===== src/rtl/ram_decoded_reader_if.sv =====
// Signal bundle between the block reader, the block store and the byte sink.
// master = the reader, slave = the store/sink side.
interface ram_decoded_reader_if;
  logic        start;
  logic [7:0]  avl_blocks_nb;
  logic [40:0] block_wanted;
  logic        data_ready;
  logic [7:0]  block_wanted_number;
  logic [7:0]  tx_data;
  logic        tx_valid;
  logic        tx_ready;
  logic        busy;
  logic        done;
  logic        error;

  modport master (
    input  start, avl_blocks_nb, block_wanted, data_ready, tx_ready,
    output block_wanted_number, tx_data, tx_valid, busy, done, error
  );

  modport slave (
    output start, avl_blocks_nb, block_wanted, data_ready, tx_ready,
    input  block_wanted_number, tx_data, tx_valid, busy, done, error
  );
endinterface


===== src/rtl/ram_decoded_reader.sv =====
// Fetches N stored blocks over a request/ready handshake and streams them as a byte frame.
// Optional trailing XOR checksum byte is enabled by defining READER_CHECKSUM_EN.
//
// state      | meaning
// IDLE       | waiting for start
// HEADER     | sending 0xA5
// COUNT      | sending block count N
// REQ        | presenting block index k
// WAIT_READY | holding k until data_ready, then capture
// RELEASE    | index back to 0, waiting for data_ready low
// SEND       | sending 6 bytes of the captured block
// CHECKSUM   | sending XOR checksum (READER_CHECKSUM_EN only)
// DONE       | one-cycle done pulse
module ram_decoded_reader #(
  parameter int MAX_BLOCKS    = 20,
  parameter int FETCH_TIMEOUT = 1024
) (
  input  logic                 clk_96MHz,
  input  logic                 rst_n,
  ram_decoded_reader_if.master bus
);

  localparam int CNT_W = $clog2(FETCH_TIMEOUT + 1);

  typedef enum logic [3:0] {
    S_IDLE, S_HEADER, S_COUNT, S_REQ, S_WAIT_READY, S_RELEASE, S_SEND, S_DONE
`ifdef READER_CHECKSUM_EN
    , S_CHECKSUM
`endif
  } state_e;

`ifdef READER_CHECKSUM_EN
  localparam state_e S_TAIL = S_CHECKSUM;
`else
  localparam state_e S_TAIL = S_DONE;
`endif

  state_e             state_q, state_d;
  logic [7:0]         n_q, n_d;
  logic [7:0]         k_q, k_d;
  logic [2:0]         idx_q, idx_d;
  logic [CNT_W-1:0]   cnt_q, cnt_d;
  logic [40:0]        blk_q, blk_d;
`ifdef READER_CHECKSUM_EN
  logic [7:0]         csum_q, csum_d;
`endif

  logic [7:0]  bwn;
  logic [7:0]  tx_byte;
  logic        tx_vld;
  logic        done_p;
  logic        error_p;
  logic [7:0]  send_byte;
  logic [47:0] word;
  logic        timeout;

  assign word    = {7'b0, blk_q};
  assign timeout = (cnt_q == CNT_W'(FETCH_TIMEOUT));

  always_comb begin
    send_byte = 8'h00;
    case (idx_q)
      3'd0:    send_byte = word[47:40];
      3'd1:    send_byte = word[39:32];
      3'd2:    send_byte = word[31:24];
      3'd3:    send_byte = word[23:16];
      3'd4:    send_byte = word[15:8];
      3'd5:    send_byte = word[7:0];
      default: send_byte = 8'h00;
    endcase
  end

  always_comb begin
    state_d = state_q;
    n_d     = n_q;
    k_d     = k_q;
    idx_d   = idx_q;
    blk_d   = blk_q;
`ifdef READER_CHECKSUM_EN
    csum_d  = csum_q;
`endif
    bwn     = 8'h00;
    tx_byte = 8'h00;
    tx_vld  = 1'b0;
    done_p  = 1'b0;
    error_p = 1'b0;

    case (state_q)
      S_IDLE: begin
        if (bus.start) begin
          n_d     = (bus.avl_blocks_nb > 8'(MAX_BLOCKS)) ? 8'(MAX_BLOCKS) : bus.avl_blocks_nb;
          k_d     = 8'd1;
          idx_d   = 3'd0;
`ifdef READER_CHECKSUM_EN
          csum_d  = 8'h00;
`endif
          state_d = S_HEADER;
        end
      end
      S_HEADER: begin
        tx_vld  = 1'b1;
        tx_byte = 8'hA5;
        if (bus.tx_ready) state_d = S_COUNT;
      end
      S_COUNT: begin
        tx_vld  = 1'b1;
        tx_byte = n_q;
        if (bus.tx_ready) begin
`ifdef READER_CHECKSUM_EN
          csum_d = csum_q ^ n_q;
`endif
          state_d = (n_q == 8'd0) ? S_TAIL : S_REQ;
        end
      end
      S_REQ: begin
        bwn     = k_q;
        state_d = S_WAIT_READY;
      end
      S_WAIT_READY: begin
        // Timeout wins over a simultaneous data_ready so the bound is exact.
        if (timeout) begin
          error_p = 1'b1;
          state_d = S_IDLE;
        end else begin
          bwn = k_q;
          if (bus.data_ready) begin
            blk_d   = bus.block_wanted;
            state_d = S_RELEASE;
          end
        end
      end
      S_RELEASE: begin
        if (timeout) begin
          error_p = 1'b1;
          state_d = S_IDLE;
        end else if (!bus.data_ready) begin
          idx_d   = 3'd0;
          state_d = S_SEND;
        end
      end
      S_SEND: begin
        tx_vld  = 1'b1;
        tx_byte = send_byte;
        if (bus.tx_ready) begin
`ifdef READER_CHECKSUM_EN
          csum_d = csum_q ^ send_byte;
`endif
          if (idx_q == 3'd5) begin
            if (k_q == n_q) begin
              state_d = S_TAIL;
            end else begin
              k_d     = k_q + 8'd1;
              state_d = S_REQ;
            end
          end else begin
            idx_d = idx_q + 3'd1;
          end
        end
      end
`ifdef READER_CHECKSUM_EN
      S_CHECKSUM: begin
        tx_vld  = 1'b1;
        tx_byte = csum_q;
        if (bus.tx_ready) state_d = S_DONE;
      end
`endif
      S_DONE: begin
        done_p  = 1'b1;
        state_d = S_IDLE;
      end
      default: state_d = S_IDLE;
    endcase

    if (state_d != state_q)
      cnt_d = '0;
    else if (state_q == S_WAIT_READY || state_q == S_RELEASE)
      cnt_d = cnt_q + CNT_W'(1);
    else
      cnt_d = '0;
  end

  always_ff @(posedge clk_96MHz) begin
    if (!rst_n) begin
      state_q <= S_IDLE;
      n_q     <= 8'h00;
      k_q     <= 8'h00;
      idx_q   <= 3'd0;
      cnt_q   <= '0;
      blk_q   <= '0;
`ifdef READER_CHECKSUM_EN
      csum_q  <= 8'h00;
`endif
    end else begin
      state_q <= state_d;
      n_q     <= n_d;
      k_q     <= k_d;
      idx_q   <= idx_d;
      cnt_q   <= cnt_d;
      blk_q   <= blk_d;
`ifdef READER_CHECKSUM_EN
      csum_q  <= csum_d;
`endif
    end
  end

  assign bus.block_wanted_number = bwn;
  assign bus.tx_data             = tx_byte;
  assign bus.tx_valid            = tx_vld;
  assign bus.busy                = (state_q != S_IDLE);
  assign bus.done                = done_p;
  assign bus.error               = error_p;

endmodule


===== src/flat_wrapper.sv =====
// flat-port wrapper written by rule: the top's interface ports become plain ports
module ram_decoded_reader_flat 
#(
  parameter int MAX_BLOCKS    = 20,
  parameter int FETCH_TIMEOUT = 1024
)
  (clk_96MHz, rst_n, bus_start, bus_avl_blocks_nb, bus_block_wanted, bus_data_ready, bus_tx_ready, bus_block_wanted_number, bus_tx_data, bus_tx_valid, bus_busy, bus_done, bus_error);
  ram_decoded_reader_if bus_i ();
  input  logic clk_96MHz;
  input  logic rst_n;
  input wire logic [$bits(bus_i.start)-1:0] bus_start;
  input wire logic [$bits(bus_i.avl_blocks_nb)-1:0] bus_avl_blocks_nb;
  input wire logic [$bits(bus_i.block_wanted)-1:0] bus_block_wanted;
  input wire logic [$bits(bus_i.data_ready)-1:0] bus_data_ready;
  input wire logic [$bits(bus_i.tx_ready)-1:0] bus_tx_ready;
  output wire logic [$bits(bus_i.block_wanted_number)-1:0] bus_block_wanted_number;
  output wire logic [$bits(bus_i.tx_data)-1:0] bus_tx_data;
  output wire logic [$bits(bus_i.tx_valid)-1:0] bus_tx_valid;
  output wire logic [$bits(bus_i.busy)-1:0] bus_busy;
  output wire logic [$bits(bus_i.done)-1:0] bus_done;
  output wire logic [$bits(bus_i.error)-1:0] bus_error;
  assign bus_i.start = bus_start;
  assign bus_i.avl_blocks_nb = bus_avl_blocks_nb;
  assign bus_i.block_wanted = bus_block_wanted;
  assign bus_i.data_ready = bus_data_ready;
  assign bus_i.tx_ready = bus_tx_ready;
  assign bus_block_wanted_number = bus_i.block_wanted_number;
  assign bus_tx_data = bus_i.tx_data;
  assign bus_tx_valid = bus_i.tx_valid;
  assign bus_busy = bus_i.busy;
  assign bus_done = bus_i.done;
  assign bus_error = bus_i.error;
  ram_decoded_reader #(.MAX_BLOCKS(MAX_BLOCKS), .FETCH_TIMEOUT(FETCH_TIMEOUT)) u_core (.clk_96MHz(clk_96MHz), .rst_n(rst_n), .bus(bus_i));
endmodule

===== config.mk =====
export PLATFORM = sky130hd
export DESIGN_NAME = ram_decoded_reader_flat
export DESIGN_NICKNAME = d
export VERILOG_FILES = /design/src/rtl/ram_decoded_reader_if.sv /design/src/rtl/ram_decoded_reader.sv /design/src/flat_wrapper.sv
export SDC_FILE = /design/constraint.sdc
export NUM_CORES = 1
export LEC_CHECK = 0
export CORE_MARGIN = 3
export CORE_UTILIZATION = 47
export CTS_CLUSTER_DIAMETER = 60
export DETAILED_ROUTE_END_ITERATION = 8
export PLACE_DENSITY = 0.88
export SKIP_LAST_GASP = 1
export SYNTH_ARGS = -nofsm -noshare
export SYNTH_HDL_FRONTEND = slang
export SYNTH_SLANG_ARGS = --single-unit
export TNS_END_PERCENT = 30

===== constraint.sdc =====
create_clock -name clk_96MHz -period 2 [get_ports clk_96MHz]
set_input_delay 0.4 -clock clk_96MHz [delete_from_list [all_inputs] [get_ports clk_96MHz]]
set_output_delay 0.4 -clock clk_96MHz [all_outputs]
set_load 0.05 [all_outputs]

# After elaboration in Yosys (flattened, before gate mapping)
# Cells that the tools add are included.
# Widths: inputs -> output; s select.
[op_classes] add_sub_neg=3 magnitude_cmp=1 eq_ne=22 muxes=32 n_bitwise=3 n_reduce_logical=14
[ops] cell="$mux 8" n=6
[ops] cell="$pmux 8 s6" n=1
[ops] cell="$mux 4" n=9
[ops] cell="$pmux 8 s2" n=2
[ops] cell="$pmux 4 s7" n=1
[ops] cell="$pmux 8 s3" n=1
[ops] cell="$mux 3" n=7
[ops] cell="$eq 4x3->1 const B" n=4
[ops] cell="$ne 2x2->1 const B" n=6
[ops] cell="$add 11x1->11 const B" n=1
[ops] cell="$eq 11x11->1 const B" n=1
[ops] cell="$pmux 3 s3" n=1
[ops] cell="$add 8x1->8 const B" n=1
[ops] cell="$eq 4x2->1 const B" n=2
[ops] cell="$eq 8x8->1" n=1
[ops] cell="$gt 8x5->1 const B" n=1
[ops] cell="$logic_not 8->1" n=1
[ops] cell="$eq 3x2->1 const B" n=2
[ops] cell="$eq 3x3->1 const B" n=2
[ops] cell="$reduce_and 6->1" n=1
[ops] cell="$reduce_or 3->1" n=2
[ops] cell="$reduce_and 5->1" n=1
[ops] cell="$eq 4x1->1 const B" n=1
[ops] cell="$logic_not 4->1" n=1
[ops] cell="14 further kinds" n=19
[word_totals] reg_bits=75 inputBits=54 word_cells=81

# Longest topological paths before layout
[logic_depth] word_depth=7 mapped_depth=10 depth_no_buf=7

# Worst setup path before layout
# Ideal clock, no wire load.
[synth_timing] path_kind="reg2out" start="register u_core.idx_q[2]" end="output port bus_tx_data[0]" arrival_time_ps=2090 path_slack_ps=-490 stages_incl_launch_ff=10 cell_sequence="dfxtp_1 > clkbuf_1 > inv_1 > ha_1 > clkbuf_1 > nand2_1 > o211ai_1 > a221o_1 > o211ai_1 > a21oi_1"
[synth_between] elab_chain_len=3 elab_cells_between_ends=8 cone_classes="eq/ne (5); mux (2); reduce/logical (1)"
[synth_lines] item="from (decl)" line_no="ram_decoded_reader.sv:41" text="logic [2:0] idx_q, idx_d;"
[synth_lines] item="from (signal assigned)" line_no="ram_decoded_reader.sv:197" text="idx_q <= idx_d;"
[synth_lines] item="$eq 3x3->1 (tied with other cells)" line_no="ram_decoded_reader.sv:62" text="case (idx_q)"
[synth_lines] item="$pmux 8 s6 (*)" line_no="ram_decoded_reader.sv:62"
[synth_lines] item="$pmux 8 s3 (*)" line_no="ram_decoded_reader.sv:88" text="case (state_q)"
[synth_lines] item="to (decl)" line_no="flat_wrapper.sv:17" text="output wire logic [$bits(bus_i.tx_data)-1:0] bus_tx_data;"
# Every way passes the cells marked *; elsewhere a longest branch is shown, timed or not.

# Worst setup path in the final report
[layout_timing] start="register u_core.idx_q[0]" end="output port bus_tx_data[7]"
# The elaborated chain is that of the path after synthesis.

==> metrics.md <==
| Metric | Value |
|---|---|
| Status | finished, violations left |
| Violated checks | setup timing |
| CP max FO | 6 |
| R2R depth | 9 |
| Worst slew margin | 0.639 |
| Die span in y | 96.2 um |
| Core Region | 7810 um2 |
| Post-Synth Simple-Gate Area | 0.259 |
| Routed WL | between 10000 and 15000 um |
| Die width | 96.2 um |
| Synth Register Bits | 75 |
| Total GRT Usage | 0.262 |
| Placed instance count | between 600 and 700 |
| Area growth syn-to-layout | 53.2% |
| Internal Power | 2.60 mW |
| Clock-pin slew on the worst setup and hold paths | around 0.08 ns |
| Largest net degree at the start of global routing | 42 |
| Flop pwr share | 0.455 |
| Top_reg_cell synth | dfxtp_1 |
| Compound-cell area share of the yosys netlist | 0.217 |
| Num rows | 32 |
| RSZ-0062 raised after global routing | true |
| Initial Utilization | 0.490 |
| Logic pwr share | 0.096 |
| Top-area cell type share of the netlist area | 0.392 |
| Setup ws final | -0.502 ns |
| Clk pwr share | 0.449 |
| Via count | between 4000 and 5000 |
| WS Path Type | reg -> out |
| Slew @ Worst Pin | between 0.5 and 0.6 ns |
| Area share of fa/ha/maj cells after synthesis | 0.0262 |
| Io pins | between 70 and 80 |
| Highest clock rate | about 400 MHz |
| Top-count cell post-synth | nand2_1 |
| Cell Pwr Density | between 500 and 600 nW/um2 |
| Total power draw | 3.33 mW |
| Top cell type by total area after synthesis | dfxtp_1 |
| Setup crit start | u_core.idx_q[0] |
| FFs w/ async S/R, synth | 0 |
| Psw | about 0.73 mW |
| Post-Syn Area per Cell | about 8 um2 |
| Min cycle time layout | ~2.5 ns |
| Worst endpoint required time | 1.60 ns |
| Initial antenna violation count | 0 |
| Worst Path Arrival | 2.10 ns |
| Clk root buf | clkbuf_8 |
| Startpoint types | register |
| Pleak | 2.10 nW |
| Antenna Nets Post-Route | 0 |
| Xor and xnor area share after synthesis | 0.0412 |
| Worst hold stages | 2 |
| YS warnings | 0 |
| Period Utilization, post-route | 1.25 |
| Post-synthesis sequential area ratio | 0.392 |
| Mux contribution to synthesized area | 0.0111 |
| Setup crit end kind | primary output |
| Number of H-tree levels | 3 |
| Critical path cell sequence | ha_4 > ha_4 > buf_6 > a222oi_1 > o21ai_1 > nand2_1 > o21ai_4 > buf_12 |
| Synth top cells by count | nand2_1 (107), dfxtp_1 (75), a21oi_1 (56) |
| First-pass GRT wire length | approximately 19000 um |
| Mapped cell area | ~3800 um2 |
| Hold WS | between 0.4 and 0.5 ns |
| Vias per cell | between 6 and 7 |
| Full die area | 9260 um2 |
| WL/cell | roughly 19 um |
| Worst Setup EP | bus_tx_data[7] |
| Clock buffer depth | 2 |
| Hold Vio Cnt, Final | 0 |
| Total gr overflow | 0 |
| Final #Nets | 656 |
| Residual DRC count | 0 |
| Worst-skew pair later-pin latency | roughly 0.35 ns |
| RR Endpoint | u_core.cnt_q[5] |
| Post-synth EDFFs | 0 |
| Fin. max-slew vios | 0 |
| Worst hold-check path type | reg -> reg |
| Worst r2r src | u_core.idx_q[1] |
| Final Skew | about 0.012 ns |
| Detail Placement HPWL | just over 8000 um |
| Worst R2R Setup Slack | -0.20 ns |
| DRT Pass-1 Iters | 5 |
| Switching fraction of total power | 0.220 |
| Combinational family with the most area after synthesis | simple AND/OR/NAND/NOR gates |
| Clock sink total | 75 |
| Final setup fails | 78 |
| Antenna cells | 0 |
| Cell Area, Placed | between 5000 and 6000 um2 |
| Routability Congestion | approximately 0.95 |
| Max-Cap Viols | 0 |
| Port Buf Inserts | 73 |
| Final Instance Area | 5860 um2 |
| # fillers | roughly 510 |
| DRT iter0 DRCs | roughly 370 |
| Vias in the first global route | about 4000 |
| Slowest cell delay on critical path | between 0.3 and 0.4 ns |
| Synth Net Count | 541 |
| Mapped Cells | 479 |
| Post-Layout Cell Count | 701 |
| Cell mode on critical path | ha_4 |
| Leading post-synthesis cells by cell area | dfxtp_1 (39%), nand2_1 (10%), a21oi_1 (7.3%) |
| TritonCTS clock tree | built |
| Crit-path slowest cell | dfxtp_4 |
| Clock buffer count from CTS | 9 |
| Layout cells sized above 1 | 0.275 |
| Max VDD drop | approximately 0.43 mV |
| Synth unique cells | between 50 and 60 |
## layout by cell type, fill, tap and decap left out, types with 8 or more instances in the layout
master,instances
clkbuf_8,12
xnor2_1,12
buf_6,8
a21oi_1,53
buf_12,22
and3_1,10
nor4_1,11
clkdlybuf4s50_1,53
and2_4,11
o21ai_1,12
a22oi_1,8
nor2_1,13
inv_1,8
dfxtp_1,67
buf_4,54
nand3_1,11
nand2_1,107
## flip-flops by register name, indices dropped and copies added (netlist names)
register	flops
u_core.idx_q	3
u_core.cnt_q	11
u_core.n_q	8
u_core.k_q	8
u_core.blk_q	41
u_core.state_q	4
## critical path: cells and delay by family (launching register included)
| family | cells | cell delay [ns] |
|---|---|---|
| AOI/OAI and AO/OA | 3 | 0.55 |
| adders and majority gates | 2 | 0.36 |
| buffers and inverters | 2 | 0.28 |
| DFF | 1 | 0.39 |
| and+or+nand+nor | 1 | 0.16 |
## repair_timing
action	4_1_cts	5_1_grt
hold buffers	0	0
cloned	0	2
setup endpoints to repair	40	83
resized for setup	39	51
hold endpoints to repair	0	0
pin swaps	8	19
buffers inserted	8	6
## through the flow
| stage | setup TNS (ns) | setup slack (ns) | util |
|---|---|---|---|
| 2_1_floorplan | -1.17 | -0.174 | - |
| 3_3_place_gp | -8.37 | -0.410 | 0.666 |
| 3_5_place_dp | -10.04 | -0.475 | 0.666 |
| 4_1_cts | -8.40 | -0.446 | 0.719 |
| 5_1_grt | -17.34 | -0.581 | 0.751 |
| 6_report | -12.46 | -0.502 | 0.751 |
## logic make-up (layout without fill, tap and decap cells)
group	after synthesis	after routing
AO/OA/AOI/OAI	123	123
XOR/XNOR	18	18
adder cells (fa/ha/maj)	8	8
buffers and inverters	46	166
flip-flops	75	75
multiplexers	4	4
other	1	1
AND/OR/NAND/NOR	204	204
## layout make-up
cell class | count | area [um2] | share of cell area
Multi-Input combinational cell | 358 | 2440 | 0.416
Clock buffer | 12 | 165 | 0.0282
Timing Repair Buffer | 137 | 1470 | 0.250
Sequential cell | 75 | 1520 | 0.259
Tap cell | 102 | 128 | 0.0218
Clock inverter | 4 | 95.1 | 0.0162
Inverter | 13 | 51.3 | 0.00875
## power by group through the flow
stage / clock, mW / sequential, mW / combinational, mW
3_3_place_gp: 0 / 1.55 / 0.286
4_1_cts: 1.50 / 1.51 / 0.298
3_5_place_dp: 0 / 1.55 / 0.293
5_1_grt: 1.56 / 1.51 / 0.336
6_report: 1.50 / 1.51 / 0.319
2_1_floorplan: 0 / 1.54 / 0.116
## worst min-delay path by stage
stage,from,to
floorplan,u_core.cnt_q[0],u_core.cnt_q[0]
global placement,u_core.blk_q[7],u_core.blk_q[7]
detailed placement,u_core.blk_q[2],u_core.blk_q[2]
CTS,u_core.blk_q[2],u_core.blk_q[2]
global route,u_core.blk_q[2],u_core.blk_q[2]
finish,u_core.blk_q[2],u_core.blk_q[2]
## layer usage
layer,vias up,global-route usage,wire [um]
met5,-,0,0
met4,0,0.162,664
met3,63,0.0391,914
met2,251,0.445,6560
met1,1983,0.306,4840
li1,1928,-,-
(Power assumes the default switching activity.)
